==> config.mk <==
export PLATFORM = sky130hd
export DESIGN_NAME = ternary_dot_engine_flat
export DESIGN_NICKNAME = d
export VERILOG_FILES = /design/src/rtl/ternary_dot_engine_if.sv /design/src/rtl/ternary_dot_engine.sv /design/src/flat_wrapper.sv
export SDC_FILE = /design/constraint.sdc
export NUM_CORES = 1
export LEC_CHECK = 0
export ABC_AREA = 1
export CORE_UTILIZATION = 45
export CTS_CLUSTER_SIZE = 28
export DETAILED_ROUTE_END_ITERATION = 10
export MAX_ROUTING_LAYER = met4
export PLACE_DENSITY = 0.77
export SETUP_SLACK_MARGIN = 0.05
export SLEW_MARGIN = 0
export SYNTH_ARGS = -nofsm -noshare
export SYNTH_HDL_FRONTEND = slang
export SYNTH_SLANG_ARGS = --single-unit
export TNS_END_PERCENT = 20
==> constraint.sdc <==
create_clock -name clk -period 1.71 [get_ports clk]
set_clock_uncertainty 0.1 [all_clocks]
set_input_delay 0.4275 -clock clk [delete_from_list [all_inputs] [get_ports clk]]
set_output_delay 0.4275 -clock clk [all_outputs]
set_load 0.005 [all_outputs]
==> src/rtl/ternary_dot_engine_if.sv <==
// Stream bundle for the ternary dot engine: input beat channel and result channel.
interface ternary_dot_engine_if #(
  parameter int LANES = 4,
  parameter int IN_W  = 2,
  parameter int ACC_W = 8
);
  logic                    in_valid;
  logic                    in_ready;
  logic [LANES*IN_W-1:0]   in_data;
  logic [LANES*2-1:0]      in_weight;
  logic                    out_valid;
  logic                    out_ready;
  logic signed [ACC_W-1:0] out_data;

  modport master (
    output in_valid, in_data, in_weight, out_ready,
    input  in_ready, out_valid, out_data
  );

  modport slave (
    input  in_valid, in_data, in_weight, out_ready,
    output in_ready, out_valid, out_data
  );
endinterface

==> src/rtl/ternary_dot_engine.sv <==
// Sequenced multi-lane ternary dot product: bias + sum over BEATS beats of
// LANES activation*weight products, saturating or wrapping, with optional ReLU.
module ternary_dot_engine #(
  parameter int LANES = 4,
  parameter int IN_W  = 2,
  parameter int ACC_W = 8,
  parameter int BEATS = 4,
  parameter int SAT   = 1
) (
  input  logic                    clk,
  input  logic                    rst_n,
  input  logic                    start,
  input  logic signed [ACC_W-1:0] bias,
  input  logic                    relu_en,
  ternary_dot_engine_if.slave     s,
  output logic                    busy,
  output logic                    sat_flag
);

  localparam int CNT_W  = (BEATS > 1) ? $clog2(BEATS) : 1;
  localparam int SUM_W  = $clog2(LANES * ((1 << IN_W) - 1) + 1) + 1;
  localparam int FULL_W = ((ACC_W > SUM_W) ? ACC_W : SUM_W) + 1;
  localparam logic signed [FULL_W-1:0] MAX_F =
    {{(FULL_W-ACC_W+1){1'b0}}, {(ACC_W-1){1'b1}}};
  localparam logic signed [FULL_W-1:0] MIN_F = ~MAX_F;

  typedef enum logic [1:0] {IDLE, ACCUM, OUT} state_t;

  state_t                  state_q, state_d;
  logic signed [ACC_W-1:0] acc;
  logic [CNT_W-1:0]        beat_cnt;
  logic                    relu_q;
  logic                    xfer;
  logic                    last_beat;
  logic signed [SUM_W-1:0] beat_sum;
  logic signed [FULL_W-1:0] acc_full;
  logic [ACC_W:0]          acc_next;

  // 00 and reserved 10 contribute nothing; 01 adds, 11 subtracts.
  function automatic logic signed [SUM_W-1:0] lane_prod(input logic [IN_W-1:0] a,
                                                        input logic [1:0]      w);
    logic signed [SUM_W-1:0] ax;
    ax = {{(SUM_W-IN_W){1'b0}}, a};
    case (w)
      2'b01:   return ax;
      2'b11:   return -ax;
      default: return '0;
    endcase
  endfunction

  // Returns {overflow, result}: clamp when SAT is set, otherwise wrap and flag.
  function automatic logic [ACC_W:0] sat_or_wrap(input logic signed [FULL_W-1:0] full);
    logic [ACC_W-1:0] trunc;
    trunc = full[ACC_W-1:0];
    if (SAT != 0) begin
      if (full > MAX_F)      return {1'b1, MAX_F[ACC_W-1:0]};
      else if (full < MIN_F) return {1'b1, MIN_F[ACC_W-1:0]};
      else                   return {1'b0, trunc};
    end else begin
      return {(full != {{(FULL_W-ACC_W){trunc[ACC_W-1]}}, trunc}), trunc};
    end
  endfunction

  always_comb begin
    beat_sum = '0;
    for (int i = 0; i < LANES; i++)
      beat_sum = beat_sum + lane_prod(s.in_data[i*IN_W +: IN_W], s.in_weight[2*i +: 2]);
  end

  assign acc_full  = {{(FULL_W-ACC_W){acc[ACC_W-1]}}, acc}
                   + {{(FULL_W-SUM_W){beat_sum[SUM_W-1]}}, beat_sum};
  assign acc_next  = sat_or_wrap(acc_full);
  assign last_beat = (beat_cnt == CNT_W'(BEATS - 1));
  assign xfer      = s.in_valid && s.in_ready;
  assign s.out_data = (relu_q && acc[ACC_W-1]) ? '0 : acc;

  always_ff @(posedge clk or negedge rst_n) begin
    if (!rst_n) state_q <= IDLE;
    else        state_q <= state_d;
  end

  always_comb begin
    state_d     = state_q;
    s.in_ready  = 1'b0;
    s.out_valid = 1'b0;
    busy        = 1'b0;
    case (state_q)
      IDLE: begin
        if (start) state_d = ACCUM;
      end
      ACCUM: begin
        s.in_ready = 1'b1;
        busy       = 1'b1;
        if (s.in_valid && last_beat) state_d = OUT;
      end
      OUT: begin
        s.out_valid = 1'b1;
        busy        = 1'b1;
        if (s.out_ready) state_d = IDLE;
      end
      default: state_d = IDLE;
    endcase
  end

  always_ff @(posedge clk or negedge rst_n) begin
    if (!rst_n) begin
      acc      <= '0;
      beat_cnt <= '0;
      relu_q   <= 1'b0;
      sat_flag <= 1'b0;
    end else if (state_q == IDLE && start) begin
      acc      <= bias;
      beat_cnt <= '0;
      relu_q   <= relu_en;
      sat_flag <= 1'b0;
    end else if (xfer) begin
      acc      <= $signed(acc_next[ACC_W-1:0]);
      beat_cnt <= beat_cnt + CNT_W'(1);
      sat_flag <= sat_flag | acc_next[ACC_W];
    end
  end

endmodule

==> src/flat_wrapper.sv <==
// flat-port wrapper written by rule: the top's interface ports become plain ports
module ternary_dot_engine_flat 
#(
  parameter int LANES = 4,
  parameter int IN_W  = 2,
  parameter int ACC_W = 8,
  parameter int BEATS = 4,
  parameter int SAT   = 1
)
  (clk, rst_n, start, bias, relu_en, busy, sat_flag, s_in_valid, s_in_data, s_in_weight, s_out_ready, s_in_ready, s_out_valid, s_out_data);
  ternary_dot_engine_if #(.LANES(LANES), .IN_W(IN_W), .ACC_W(ACC_W)) s_i ();
  input  logic clk;
  input  logic rst_n;
  input  logic start;
  input  logic signed [ACC_W-1:0] bias;
  input  logic relu_en;
  output logic busy;
  output logic sat_flag;
  input wire logic [$bits(s_i.in_valid)-1:0] s_in_valid;
  input wire logic [$bits(s_i.in_data)-1:0] s_in_data;
  input wire logic [$bits(s_i.in_weight)-1:0] s_in_weight;
  input wire logic [$bits(s_i.out_ready)-1:0] s_out_ready;
  output wire logic [$bits(s_i.in_ready)-1:0] s_in_ready;
  output wire logic [$bits(s_i.out_valid)-1:0] s_out_valid;
  output wire logic [$bits(s_i.out_data)-1:0] s_out_data;
  assign s_i.in_valid = s_in_valid;
  assign s_i.in_data = s_in_data;
  assign s_i.in_weight = s_in_weight;
  assign s_i.out_ready = s_out_ready;
  assign s_in_ready = s_i.in_ready;
  assign s_out_valid = s_i.out_valid;
  assign s_out_data = s_i.out_data;
  ternary_dot_engine #(.LANES(LANES), .IN_W(IN_W), .ACC_W(ACC_W), .BEATS(BEATS), .SAT(SAT)) u_core (.clk(clk), .rst_n(rst_n), .start(start), .bias(bias), .relu_en(relu_en), .s(s_i), .busy(busy), .sat_flag(sat_flag));
endmodule
==> results.ini <==
[sta]
hold_viol=0
worst_pin_slew_ns=0.4260
rsz0062_at_grt=true
finalCritPeriodShare_pct=236.8
relSlewSlack_pct=71.40
slew_viol_final=0
fin_ws_ns=-2.340
fin_crit_ns=4.050
fin_tns_setup_ns=-20.29
setup_viol=9
clock.fmax_mhz=246.9

[place]
hpwlAfterDp_mm=3.508
dp_cells=365
place_congestion=0.8487
port_buffers=41
dpl_cell_area_um2=2550

[floorplan]
die-area_um2=3989
ios=42
rows=21
die_x_um=63.16
die_height_um=63.16
core_area_um2=3468
start_util_pct=48.52

[yosys]
synth_edf_count=0
ys_seq_area_share_pct=20.82
synthCells=238
synth_ff_type=dfrtp_1
synth_cell_types=25
synth_async_sr_flop_share_pct=100.0
synth.net_count=298
synth_area_um2=1683
synth_warnings=0
syn_area_per_cell_um2=7.071
ys_seq_elements=14

[finish]
drive_gt1_share_pct=48.04
mostFrequentLayoutCells=nand2_1 (57), buf_4 (43), inv_1 (35), nand2_2 (20), clkdlybuf4s50_1 (17)
layout_commonest_cell=nand2_1
diodes=0
final_area_um2=2990
num-nets-final=392
layout-area-overhead-vs-synth_pct=77.70
stdcell_count=377

[setup_path]
worst-endpoint-required_ns=1.75
cpMostUsedCell=nand2_1
worstSetupPathType=in -> reg
slowest_stage=fa_1
critPathBufInv=5
worstPathMaxFanout=7
path_delay_family=adder cells
slowest_delay_ns=0.54
worstPathCellList=buf_8, inv_4, ha_4, inv_2, a21oi_2, fa_1, inv_2, fa_1, inv_2, ha_4, fa_2, xor2_4, ha_4, nand2_1, nand2_2, a21oi_4, nand2_2, nand2_4, nand2_4, a21oi_4, nand2_1, nand2_1, nand2_1
end_kind=register
cp-start-kind=input port
arrival_ns=4.09

[clocking]
cts_hold_buf=0
cts_max_level=1
cts.sinks=14
root_buffer=clkbuf_8
numCtsBuffers=3
ctsLongestPathBuffers=2
cts_tree=done
path_clk_slew_ns=0.06
clock_latency_ns=0.26

[status]
status=complete, but fails checks
violations=setup timing

[routing]
wire_per_inst_um=14.85
dr.pass1.iters=4
via_per_inst=4.984
drt-total-wl_mm=5.599
drc_errors=0
num_vias=1879
ant_nets=0
drt_iter0_drc=167

[grt]
grt_overflow=0
grt_max_degree=15
grt_usage_pct=24.27
antenna_found_initial=0
grt_pass1_wl_mm=7.348
grt_pass1_vias=1818

[power_and_ir_drop]
cellPowerDensity_nw_per_um2=2269
ir_worst_vdd_v=0.001085
p_leak_nw=1.578

[run]
maxCapViolCount=0

[min_path]
hold_path_class=in -> async

layout make-up:
class                      count  area, um2
multi-input combinational    171       1525
inverter                      52      212.7
clock buffer                   4      55.05
fill                         189      478.0
tap                           46      57.56
timing repair buffer          90      787.0
sequential                    14      352.8
metrics by stage:
stage / hold WS, ns / total power, W / util, % / setup slack (ns)
floorplan: 0.03191 / 0.003152 / - / -2.152
global placement: 0.3729 / 0.004702 / 73.52 / -2.825
detailed placement: 0.3721 / 0.004799 / 73.52 / -2.957
CTS: 0.3798 / 0.005480 / 78.46 / -2.201
global route: 0.3853 / 0.007303 / 86.22 / -2.464
finish: 0.3752 / 0.006785 / 86.22 / -2.340
synthesized netlist by cell type (all sizes together) (2+ instances only):
master	number	share of area [%]
o21ai	12	3.6
inv	51	11
nand2	82	20
o221ai	2	1.0
ha	22	16
dfrtp	14	21
a21oi	11	4.8
xnor2	3	1.6
nor2	17	3.8
nand3	5	2.4
fa	8	9.5
xor2	5	2.6
repair_timing:
action / in CTS / in global routing
buffers inserted: 3 / 5
gates resized for setup: 92 / 73
pin swaps: 31 / 45
setup endpoints to repair: 20 / 22
logic make-up after synthesis:
logic type | Yosys count | synth area share, %
adders and majority gates | 30 | 25.87
DFF | 14 | 20.82
AOI/OAI and AO/OA | 27 | 10.41
xor gates and xnor gates | 8 | 4.164
and+or+nand+nor | 106 | 26.84
buffers and inverters | 53 | 11.90
final timing paths:
check                             endpoint  cells after the start  slack, ns       startpoint
setup / recovery             u_core.acc[1]                     23      -2.34     s_in_data[4]
hold / removal               u_core.relu_q                      2       0.38            rst_n
setup reg to reg             u_core.acc[1]                     12      -0.41    u_core.acc[1]
hold reg to reg            u_core.sat_flag                      2       0.39  u_core.sat_flag
max in group asynchronous    u_core.acc[3]                      2       0.95            rst_n
min in group clk           u_core.sat_flag                      2       0.39  u_core.sat_flag
per-layer routing:
| metal | wire, um | track usage (%) |
|---|---|---|
| met1 | 2251 | 28.00 |
| met2 | 3047 | 42.74 |
| met3 | 210 | 3.986 |
| met4 | 89 | 7.267 |
| met5 | 0 | - |
report_power, final:
group	switching, W	leakage [nW]	internal, W	total [W]
Clock	0.000130	0.0288	0.000205	0.000335
Combinational	0.00301	1.38	0.00278	0.00578
Sequential	0.000163	0.171	0.000504	0.000666
registers in the layout, summed over array words and instances, names as in the netlist:
register and count:
u_core.acc 8, u_core.beat_cnt 2, u_core.state_q 2, u_core.relu_q 1, u_core.sat_flag 1
Note: power is estimated with default switching activity, not from simulation.
